**src/rtl/tpg_pkg.sv**
```systemverilog
// Shared types and helpers for the AXI4-Stream test-pattern generator.
package tpg_pkg;

  localparam int unsigned MAX_CH_BITWIDTH  = 16;
  localparam int unsigned MAX_PIX_BITWIDTH = 3 * MAX_CH_BITWIDTH;

  typedef enum logic [2:0] {
    MODE_QUAD  = 3'd0,
    MODE_BARS  = 3'd1,
    MODE_GRAD  = 3'd2,
    MODE_CHECK = 3'd3,
    MODE_SOLID = 3'd4
  } mode_t;

  typedef enum logic {
    ST_IDLE = 1'b0,
    ST_RUN  = 1'b1
  } state_t;

  // Colour codes: bit 2 = R, bit 1 = G, bit 0 = B at full scale
  localparam logic [2:0] CODE_BLACK = 3'b000;
  localparam logic [2:0] CODE_BLUE  = 3'b001;
  localparam logic [2:0] CODE_GREEN = 3'b010;
  localparam logic [2:0] CODE_RED   = 3'b100;
  localparam logic [2:0] CODE_WHITE = 3'b111;

  // Expand a 3-bit colour code to a {R,G,B} pixel of ch_bitwidth bits per channel
  function automatic logic [MAX_PIX_BITWIDTH-1:0] code_to_pixel(input logic [2:0] code,
                                                                input int unsigned ch_bitwidth);
    logic [MAX_PIX_BITWIDTH-1:0] full;
    logic [MAX_PIX_BITWIDTH-1:0] pix;
    full = (MAX_PIX_BITWIDTH'(1) << ch_bitwidth) - MAX_PIX_BITWIDTH'(1);
    pix  = '0;
    if (code[2]) pix = pix | (full << (2 * ch_bitwidth));
    if (code[1]) pix = pix | (full << ch_bitwidth);
    if (code[0]) pix = pix | full;
    return pix;
  endfunction

endpackage

```
**src/rtl/test_pattern_gen_axis_pixel_calc.sv**
```systemverilog
// Combinational pixel value for a given pattern mode and raster position.
module tpg_pixel_calc
  import tpg_pkg::*;
#(
  parameter  int unsigned WIDTH       = 64,
  parameter  int unsigned HEIGHT      = 64,
  parameter  int unsigned CH_BITWIDTH = 8,
  parameter  int unsigned CHECK_LOG2  = 3,
  localparam int unsigned XW          = $clog2(WIDTH),
  localparam int unsigned YW          = $clog2(HEIGHT),
  localparam int unsigned PW          = 3 * CH_BITWIDTH
) (
  input  logic [2:0]    mode,
  input  logic [XW-1:0] x,
  input  logic [YW-1:0] y,
  input  logic [2:0]    bar,
  input  logic [PW-1:0] solid,
  output logic [PW-1:0] pixel_c
);

  logic left;
  logic top;
  logic chk;

  assign left = (x < XW'(WIDTH / 2));
  assign top  = (y < YW'(HEIGHT / 2));
  assign chk  = 1'((32'(x) >> CHECK_LOG2) ^ (32'(y) >> CHECK_LOG2));

  // Pattern select; unknown modes fall back to the quadrant pattern
  always_comb begin
    pixel_c = '0;
    case (mode)
      MODE_BARS:  pixel_c = PW'(code_to_pixel(3'd7 - bar, CH_BITWIDTH));
      MODE_GRAD:  pixel_c = {3{CH_BITWIDTH'(x)}};
      MODE_CHECK: pixel_c = PW'(code_to_pixel(chk ? CODE_WHITE : CODE_BLACK, CH_BITWIDTH));
      MODE_SOLID: pixel_c = solid;
      default: begin
        if (left) pixel_c = PW'(code_to_pixel(top ? CODE_RED : CODE_GREEN, CH_BITWIDTH));
        else      pixel_c = PW'(code_to_pixel(top ? CODE_BLUE : CODE_WHITE, CH_BITWIDTH));
      end
    endcase
  end

endmodule

```
**config.mk**
```make
export PLATFORM = sky130hd
export DESIGN_NAME = tpg_pixel_calc
export DESIGN_NICKNAME = d
export VERILOG_FILES = /design/src/rtl/tpg_pkg.sv /design/src/rtl/test_pattern_gen_axis_pixel_calc.sv
export SDC_FILE = /design/constraint.sdc
export NUM_CORES = 1
export LEC_CHECK = 0
export ABC_CLOCK_PERIOD_IN_PS = 1400
export BUFFER_PORTS_ARGS = -buffer_cell sky130_fd_sc_hd__buf_2
export CELL_PAD_IN_SITES_DETAIL_PLACEMENT = 1
export CELL_PAD_IN_SITES_GLOBAL_PLACEMENT = 1
export CORE_MARGIN = 2
export CORE_UTILIZATION = 20
export DETAILED_ROUTE_END_ITERATION = 8
export PLACE_DENSITY_LB_ADDON = 0.1
export SLEW_MARGIN = 20
export SYNTH_ARGS = -nofsm -noshare
export SYNTH_HDL_FRONTEND = slang
export SYNTH_SLANG_ARGS = --single-unit
```
**constraint.sdc**
```tcl
create_clock -name vclk -period 1.4
set_clock_uncertainty 0.2 [all_clocks]
set_input_delay 0.14 -clock vclk [all_inputs]
set_output_delay 0.14 -clock vclk [all_outputs]
set_load 0.03 [all_outputs]
```
* After elaboration in Yosys (flattened, before gate mapping)
Index checks and enable logic that the tools add are counted.
Cells by class: bitwise gates (word level) 1, $lt $le $gt $ge 2, muxes and demuxes 17, add/sub/neg operators 1, eq/ne operators 4
Operators by type and width (number):
- $mux 24 | 5
- $pmux 24 s4 | 1
- $mux 16 | 4
- $mux 8 | 4
- $lt 6x6->1 const B | 2
- $mux 3 | 3
- $eq 3x2->1 const B | 2
- $eq 3x1->1 const B | 1
- $eq 3x3->1 const B | 1
- $sub 3x3->3 const A | 1
- $xor 1x1->1 | 1
Storage, ports and cells: output and inout port bits 24, bits of input ports 42, register bits after elaboration 0, logic and storage cells 25

* Logic depth before layout (Yosys ltp)
Gate-level depths: netlist of the first run.
depth in word-level cells 7, depth in mapped cells 5, gate-level depth less buffers 3

* Worst setup path after synthesis of the first run
Ideal clock, no wire load.
kind input to output, from in mode[0], to out pixel_c[0], cell stages on the path 5, path slack -0.033 ns, arrival time 1.093 ns, buffers on the path 2, required time 1.060 ns, cell sequence clkbuf_8 -> nor3b_4 -> buf_6 -> a22oi_1 -> nand3_1
On the way: longest elaborated chain between the ends 2, elaborated cells on any way between the ends 5, those cells by class 4 x eq/ne; 1 x mux
Ends and longest elaborated chain:
- from (decl) | RTL line test_pattern_gen_axis_pixel_calc.sv:13 | input logic [2:0] mode,
- $eq 3x3->1, or another cell as far along | RTL line test_pattern_gen_axis_pixel_calc.sv:32 | case (mode)
- $pmux 24 s4 * | RTL line test_pattern_gen_axis_pixel_calc.sv:32
- to (decl) | RTL line test_pattern_gen_axis_pixel_calc.sv:18 | output logic [PW-1:0] pixel_c
Every way passes the cells marked *; elsewhere a longest branch is shown, timed or not.

* Worst setup path after layout of the first run
from in mode[2], to out pixel_c[20]
Same word-level chain as after synthesis.

==> qor.csv, run 1 <==
metric;value;unit
status;finished with violations;
failing checks;negative setup slack;
detail-routed net length per standard cell;19.8;um
Required @ worst endpoint;1.06;ns
antenna violations before repair;0;
Die H;55.5;um
Avg Inst Size Synth;7.17;um^2
Placer Congestion;0.714;
synthesized cell area;531;um^2
fill count;273;
CP bufs+invs;4;
most used cell, CP;buf_6;
Fin. Hold Viols;0;
via count;977;
core area;2500;um^2
Initial Utilization;0.212;
Layout area overhead;196;%
DP Worst Slack;-0.171;ns
Critical Path Start;mode[2];
delay-heaviest family, CP;buffers and inverters;
Hold Path Class;input pin to primary output;
WL final;3690;um
PD cells;507;nW/um^2
Slew Viols, Final;0;
syn_nets;116;
Worst Setup Slack, final;-0.0687;ns
WP data arrival;1.13;ns
largest net degree at the start of global routing;12;
first-pass detailed-route iteration total;3;
Buffers on Ports;62;
# DRC;0;
Critical Path, Cell by Cell;buf_12, nor3b_4, buf_6, clkbuf_16, a22oi_2, nand3_1, buf_6;
ranking of synthesized cells by area;a22oi_1, nand3_1, buf_6, nor3b_4, o211ai_2;
first-pass GRT wire length;4990;um
RSZ-0062 raised after global routing;true;
leakage;0.773;nW
GR Overflow Total;0;
slew at the pin closest to its max-slew limit;0.292;ns
max-cap viol count;0;
final setup vio count;20;
ANT cells;0;
Crit. End Element;primary output;
number of global-route vias before repair;1038;
dpl hpwl;2080;um
IO Count;66;
most frequent cells in the layout;buf_2, buf_6, a22oi_2, nand3_2, buf_4;
critical path class;input pin to primary output;
clock buffers;0;
Cell Rows;18;
die width;55.5;um
Setup crit start kind;input pin;
commonest non-fill, non-tap cell in the layout;buf_2;
Post-Route Utilization;0.628;
die area;3080;um^2
Yosys cell types;18;
crit-path max cell delay;0.17;ns
Total GRT Usage;0.195;
Seq cells;0;
Period Utilization, post-route;1.05;
register area;0;um^2
layout cells sized above 1;0.872;
Mapped Cells;74;
Final nets;200;
cell taking the most area after synthesis;a22oi_1;
crit-path max FO;6;
Worst VDD drop;0.000292;V
1st-iter DRT viols;13;
Rel. slew slack;0.805;
Final ANT Viol Nets;0;
maximum clock frequency;681;MHz
Slowest cell on crit path;buf_6;
sequential fraction of the synthesis area;0;
fin crit period;1.47;ns
Ys Warns;0;
drt via density;5.25;
HP Start;solid[15];
share of the synthesized area in the top cell type;0.255;
## final cells by class
cell class,instances,area [um^2],area share
inverters,3,11.3,0.00717
well taps,30,37.5,0.0239
multi-input cells,66,686,0.437
repair buffers,87,836,0.532
## kinds of logic (layout without fill, tap and decap cells)
kind of cell | Yosys count | after routing | share of synthesized area
AND/OR/NAND/NOR | 37 | 37 | 0.417
AO/OA/AOI/OAI | 27 | 27 | 0.417
buffers and inverters | 8 | 90 | 0.132
XOR/XNOR | 2 | 2 | 0.0330
## final timing paths
check | slack (ns) | end | cells after the start
worst max-delay path | -0.07 | pixel_c[20] | 7
worst min-delay path | 0.40 | pixel_c[15] | 4
## layer usage
layer  track usage  part of all wire  up-vias  wire (um)
met5             0                 0        -          0
met4        0.0244             0.019        0         70
met3       0.00937             0.036        6        131
met2         0.386              0.58       40       2150
met1         0.233              0.36      470       1340
li1              -                 -      461          -
## power by group
| part | internal, W | switching, W |
|---|---|---|
| combinational | 0.000375 | 0.000421 |
| sequential | 0 | 0 |
| clock | 0 | 0 |
## metrics by stage
stage	total power (W)	std cells	hold slack [ns]	TNS [ns]	cell area, um^2
5_1_grt	0.000832	186	0.407	-1.28	1570
2_1_floorplan	0.000321	74	0.292	-0.511	531
3_5_place_dp	0.000523	179	0.446	-2.92	967
6_report	0.000796	186	0.395	-0.569	1570
4_1_cts	0.000697	182	0.393	-0.367	1350
3_3_place_gp	0.000514	179	0.431	-2.28	967
## synth_stat cells
cell type and count:
and2b_2 1, buf_6 4, clkbuf_8 1, nand3_2 1, o21ai_2 3, nor3_2 1, o211ai_2 3, nor2_1 1
nor3b_4 2, nand2_1 6, nand2b_1 3, o21a_1 1, xor2_1 1, xnor2_1 1, inv_1 3, nand3_1 22
o211ai_1 2, a22oi_1 18
## worst min-delay path, cell delays in order
cell	delay [ns]
buf_2	0.10
nand2_4	0.04
nand3_2	0.05
buf_6	0.12
## timing repair
item                       4_1_cts  5_1_grt
gates cloned                     2        2
pin swaps                       20       19
buffers inserted                 1        2
resized for setup               83       36
setup endpoints to repair       24       24
hold buffers                     0        0
(Power assumes the default switching activity.)
==> run 2: changes to the inputs <==
--- a/config.mk
+++ b/config.mk
@@ -5,12 +5,12 @@
 export SDC_FILE = /design/constraint.sdc
 export NUM_CORES = 1
 export LEC_CHECK = 0
-export ABC_CLOCK_PERIOD_IN_PS = 1400
+export ABC_CLOCK_PERIOD_IN_PS = 1300
 export BUFFER_PORTS_ARGS = -buffer_cell sky130_fd_sc_hd__buf_2
 export CELL_PAD_IN_SITES_DETAIL_PLACEMENT = 1
 export CELL_PAD_IN_SITES_GLOBAL_PLACEMENT = 1
 export CORE_MARGIN = 2
-export CORE_UTILIZATION = 20
+export CORE_UTILIZATION = 18
 export DETAILED_ROUTE_END_ITERATION = 8
 export PLACE_DENSITY_LB_ADDON = 0.1
 export SLEW_MARGIN = 20
==> constraint.sdc (replaced) <==
create_clock -name vclk -period 1.3
set_clock_uncertainty 0.2 [all_clocks]
set_input_delay 0.13 -clock vclk [all_inputs]
set_output_delay 0.13 -clock vclk [all_outputs]
set_load 0.03 [all_outputs]
==> run 2 against run 1 <==
The flow still finishes with violations (negative setup slack); design area about the same; core utilization down 6.3 points; hold slack worse by 0.022 ns; die area up 10%; sequential share of layout area unchanged.
==> qor.csv, run 2 (synthesis gave the netlist of run 1 again) <==
metric;value;unit;change
status;finished with violations;;
failing checks;negative setup slack;;
hold endpoint;pixel_c[7];;
Cell Rows;19;;+1
crit-path max cell delay;0.20;ns;+0.03 ns
HP Start;solid[7];;
core area;2780;um^2;+11%
largest net degree at the start of global routing;24;;+12
PD cells;546;nW/um^2;+7.6%
detail-routed net length per standard cell;15.3;um;-23%
CP bufs+invs;3;;-1
clock buffers;0;;unchanged
Layout area overhead;196;%;about the same
Placer Congestion;0.714;;unchanged
first-pass GRT wire length;4430;um;-11%
Period Utilization, post-route;1.05;;
WL final;2680;um;-27%
RSZ-0062 raised after global routing;true;;
Buffers on Ports;62;;unchanged
Final ANT Viol Nets;0;;unchanged
Worst Setup Slack, final;-0.0653;ns;+0.00341 ns
Hold Path Class;input pin to primary output;;
Slew Viols, Final;0;;unchanged
most frequent cells in the layout;buf_2, buf_6, a22oi_2, nand3_2, buf_12;;
# DRC;0;;unchanged
Internal Pwr Total;0.000408;W;+8.9%
leakage;0.744;nW;-3.7%
Min Hold Slack;0.374;ns;-0.0215 ns
ANT cells;0;;unchanged
multi-input logic area;790;um^2;+15%
fin crit period;1.37;ns;
layout cells sized above 1;0.882;;+0.0101
fill count;307;;+12%
slew at the pin closest to its max-slew limit;0.258;ns;-0.0337 ns
switching share of power;0.524;;-0.00500
max-cap viol count;0;;unchanged
sequential share of power;0;;unchanged
via count;877;;-10%
worst hold path cell count;4;;unchanged
Fin. Hold Viols;0;;unchanged
Crit. End Element;primary output;;
Total GRT Usage;0.160;;-0.0353
Slowest cell on crit path;xor2_4;;
die area;3400;um^2;+10%
Critical Path, Cell by Cell;buf_8, xor2_4, o211ai_4, buf_12, nand3_2, buf_6;;
crit-path max FO;8;;+2
critical path class;input pin to primary output;;
drt via density;5.01;;-4.6%
Seq cells;0;;unchanged
antenna violations before repair;0;;unchanged
dpl hpwl;2070;um;-0.53%
number of global-route vias before repair;956;;-7.9%
die width;58.3;um;+5.0%
WP depth;6;;-1
IO Count;66;;unchanged
final setup vio count;23;;+15%
register area;0;um^2;unchanged
Worst VDD drop;0.000384;V;+31%
delay-heaviest family, CP;buffers and inverters;;
Comb power frac;1.000;;about the same
Rel. slew slack;0.827;;+0.0219
Setup crit start kind;input pin;;
GR Overflow Total;0;;unchanged
Critical Path Start;x[3];;
first-pass detailed-route iteration total;2;;-1
clock share of power;0;;unchanged
Post-Route Utilization;0.565;;-0.0631
switching pwr;0.000449;W;+6.7%
1st-iter DRT viols;16;;+3
commonest non-fill, non-tap cell in the layout;buf_2;;
Required @ worst endpoint;0.97;ns;-0.09 ns
Die H;58.3;um;+5.0%
maximum clock frequency;732;MHz;
WP data arrival;1.04;ns;-0.09 ns
Final nets;188;;-6.0%
Initial Utilization;0.191;;-0.0215
==> run 2: area by class of cell <==
type	count	area share
repair buffers	75	0.463
well taps	31	0.0247
inverters	3	0.00955
multi-input cells	66	0.502
==> run 2: through the flow <==
step           std cells  power, W  cell area [um^2]  setup slack, ns  setup TNS, ns
2_1_floorplan         74  0.000417               738          -0.0837          -1.34
3_3_place_gp         173  0.000638              1190           -0.248          -4.73
3_5_place_dp         173  0.000649              1190           -0.286          -5.65
4_1_cts              174  0.000824              1470          -0.0899          -1.46
5_1_grt              175  0.000909              1570           -0.109          -2.26
6_report             175  0.000858              1570          -0.0653          -1.21
==> run 2: worst max-delay path by stage <==
stage	slack (ns)	endpoint
floorplan	-0.08	pixel_c[10]
global placement	-0.25	pixel_c[21]
detailed placement	-0.29	pixel_c[20]
CTS	-0.09	pixel_c[20]
global route	-0.11	pixel_c[1]
finish	-0.07	pixel_c[11]
==> run 2: routing by layer <==
metal  global-route usage  vias up  part of all wire
li1                     -      433                 -
met1                0.206      410              0.41
met2                0.311       34              0.55
met3              0.00440        0             0.044
met4                    0        0                 0
met5                    0        -                 0
==> run 2: what timing repair did <==
action,CTS,global route
cloned,0,1
gates resized for setup,73,13
pin swaps,10,5
setup buffers,1,0
hold buffers,0,0
setup endpoints to repair,24,24
hold endpoints to repair,0,0
==> run 2: power by group through the flow <==
stage	clock [W]	combinational (W)	sequential [W]
2_1_floorplan	0	0.000417	0
3_3_place_gp	0	0.000638	0
3_5_place_dp	0	0.000649	0
4_1_cts	0	0.000824	0
5_1_grt	0	0.000909	0
6_report	0	0.000858	0
==> run 3: changes to the inputs <==
--- a/config.mk
+++ b/config.mk
@@ -12,6 +12,7 @@
 export CORE_MARGIN = 2
 export CORE_UTILIZATION = 18
 export DETAILED_ROUTE_END_ITERATION = 8
+export GPL_TIMING_DRIVEN = 0
 export PLACE_DENSITY_LB_ADDON = 0.1
 export SLEW_MARGIN = 20
 export SYNTH_ARGS = -nofsm -noshare
==> constraint.sdc (replaced) <==
create_clock -name vclk -period 1.3
set_clock_uncertainty 0.2 [all_clocks]
set_input_delay 0.195 -clock vclk [all_inputs]
set_output_delay 0.195 -clock vclk [all_outputs]
set_load 0.03 [all_outputs]
==> run 3 against run 2 <==
The run still ends with negative setup slack left; sequential share of layout area did not move; clock-buffer cell count stayed put; die area unchanged; design area increased by 11%; power is 8.4% higher; global-route usage increased by 4.5 points; wire length is 31% higher; fmax is 14% lower; core utilization up 6.4 points; critical endpoint is now pixel_c[19]; largest cell class unchanged; largest power group unchanged.
==> qor.csv, run 3 (synthesis gave the netlist of run 1 again) <==
metric;value;unit;change
crit-path max FO;7;;-1
Total GRT Usage;0.205;;+0.0453
Final ANT Viol Nets;0;;unchanged
RSZ-0062 raised after global routing;true;;
antenna violations before repair;0;;unchanged
die width;58.3;um;unchanged
core area;2780;um^2;unchanged
multi-input logic area;861;um^2;+9.0%
status;finished with violations;;
Cell Rows;19;;unchanged
Slew Viols, Final;0;;unchanged
Layout area overhead;230;%;
critical path class;input pin to primary output;;
# DRC;0;;unchanged
largest net degree at the start of global routing;11;;-54%
fin crit period;1.58;ns;+0.218 ns
PD cells;532;nW/um^2;-2.6%
fin cells;187;;+6.9%
critical path endpoint;pixel_c[19];;
leakage;0.845;nW;+14%
final setup vio count;24;;+4.3%
Rel. slew slack;0.758;;-0.0691
DP Worst Slack;-0.524;ns;-0.238 ns
most frequent cells in the layout;buf_6, buf_2, a22oi_2, nand3_2, nand3_4;;
ANT cells;0;;unchanged
GRT met1 Usage;0.262;;+0.0553
slew at the pin closest to its max-slew limit;0.363;ns;+0.105 ns
die area;3400;um^2;unchanged
failing checks;negative setup slack;;
first-pass GRT wire length;5400;um;+22%
Placer Congestion;0.661;;-7.5%
Crit. End Element;primary output;;
Initial Utilization;0.191;;unchanged
max-cap viol count;0;;unchanged
Critical Path Start;mode[0];;
dpl hpwl;2070;um;+0.24%
Seq cells;0;;unchanged
Hold Path Class;input pin to primary output;;
met3 usage;0.00879;;+0.00440
global routing's busiest layer;met2;;
IO Count;66;;unchanged
detail-routed net length per standard cell;18.7;um;+22%
commonest non-fill, non-tap cell in the layout;buf_6;;
number of global-route vias before repair;1087;;+14%
Worst Setup Slack, final;-0.283;ns;-0.218 ns
1st-iter DRT viols;15;;-1
via count;984;;+12%
GR Overflow Total;0;;unchanged
Die H;58.3;um;unchanged
worst hold path cell count;4;;unchanged
M2 GR Usage;0.390;;+0.0787
WL final;3500;um;+31%
Buffers on Ports;60;;-3.2%
Fin. Hold Viols;0;;unchanged
Period Utilization, post-route;1.22;;+0.168
drt via density;5.26;;+5.0%
maximum clock frequency;632;MHz;-14%
register area;0;um^2;unchanged
fill count;298;;-2.9%
WP data arrival;1.19;ns;+0.15 ns
Required @ worst endpoint;0.90;ns;-0.07 ns
clock buffers;0;;unchanged
first-pass detailed-route iteration total;4;;+2
Design Power;0.000930;W;+8.4%
Worst VDD drop;0.000379;V;-1.1%
Setup crit start kind;input pin;;
Final nets;200;;+6.4%
layout cells sized above 1;0.949;;+0.0668
# placed instances;165;;-4.6%
## run 3: changes by cell type in the layout (fill, tap and decap cells not counted), sizes merged
cell    previous run  this run
bufbuf             0         1
buf               74        85
## run 3: power by group
| part | total (W) | switching, W | leakage, nW | internal, W |
|---|---|---|---|---|
| Clock | 0 | 0 | 0 | 0 |
| Combinational | 0.000930 | 0.000485 | 0.845 | 0.000445 |
| Sequential | 0 | 0 | 0 | 0 |
| Total | 0.000930 | 0.000485 | 0.845 | 0.000445 |
## run 3: worst min path at each step
stage              start           to  slack (ns)
2_1_floorplan  solid[12]  pixel_c[12]        0.37
3_3_place_gp    solid[6]   pixel_c[6]        0.54
3_5_place_dp    solid[6]   pixel_c[6]        0.55
4_1_cts        solid[15]  pixel_c[15]        0.51
5_1_grt        solid[12]  pixel_c[12]        0.52
6_report       solid[17]  pixel_c[17]        0.51
## run 3: per-layer routing
| metal | vias to the layer above | part of all wire |
|---|---|---|
| met3 | 0 | 0.052 |
| li1 | 459 | - |
| met4 | 0 | 0 |
| met5 | - | 0 |
| met1 | 486 | 0.40 |
| met2 | 39 | 0.54 |
## run 3: critical path, stage by stage
cell,delay (ns)
clkbuf_16,0.14
nor3b_4,0.35
buf_4,0.20
a22oi_2,0.10
nand3_4,0.07
buf_6,0.13
## run 3: area by class of cell
class              instances  area share
plain buffers              5      0.0451
inverters                  3     0.00858
well taps                 31      0.0222
repair buffers            82       0.432
multi-input cells         66       0.492
## run 3: repair_timing
| item | 4_1_cts | 5_1_grt |
|---|---|---|
| gates resized for setup | 75 | 29 |
| hold buffers | 0 | 0 |
| gates cloned | 3 | 1 |
| buffers inserted | 18 | 3 |
| pin swaps | 35 | 24 |
| setup endpoints to repair | 24 | 24 |
## run 3: per-stage QoR
stage               cell area, um^2  hold WS, ns  setup TNS, ns   util
finish                         1750        0.506          -5.74  0.629
global route                   1750        0.518          -6.65  0.629
CTS                            1600        0.508          -5.30  0.577
detailed placement             1100        0.551         -10.26  0.396
global placement               1100        0.542          -9.75  0.396
floorplan                       762        0.369          -4.38      -
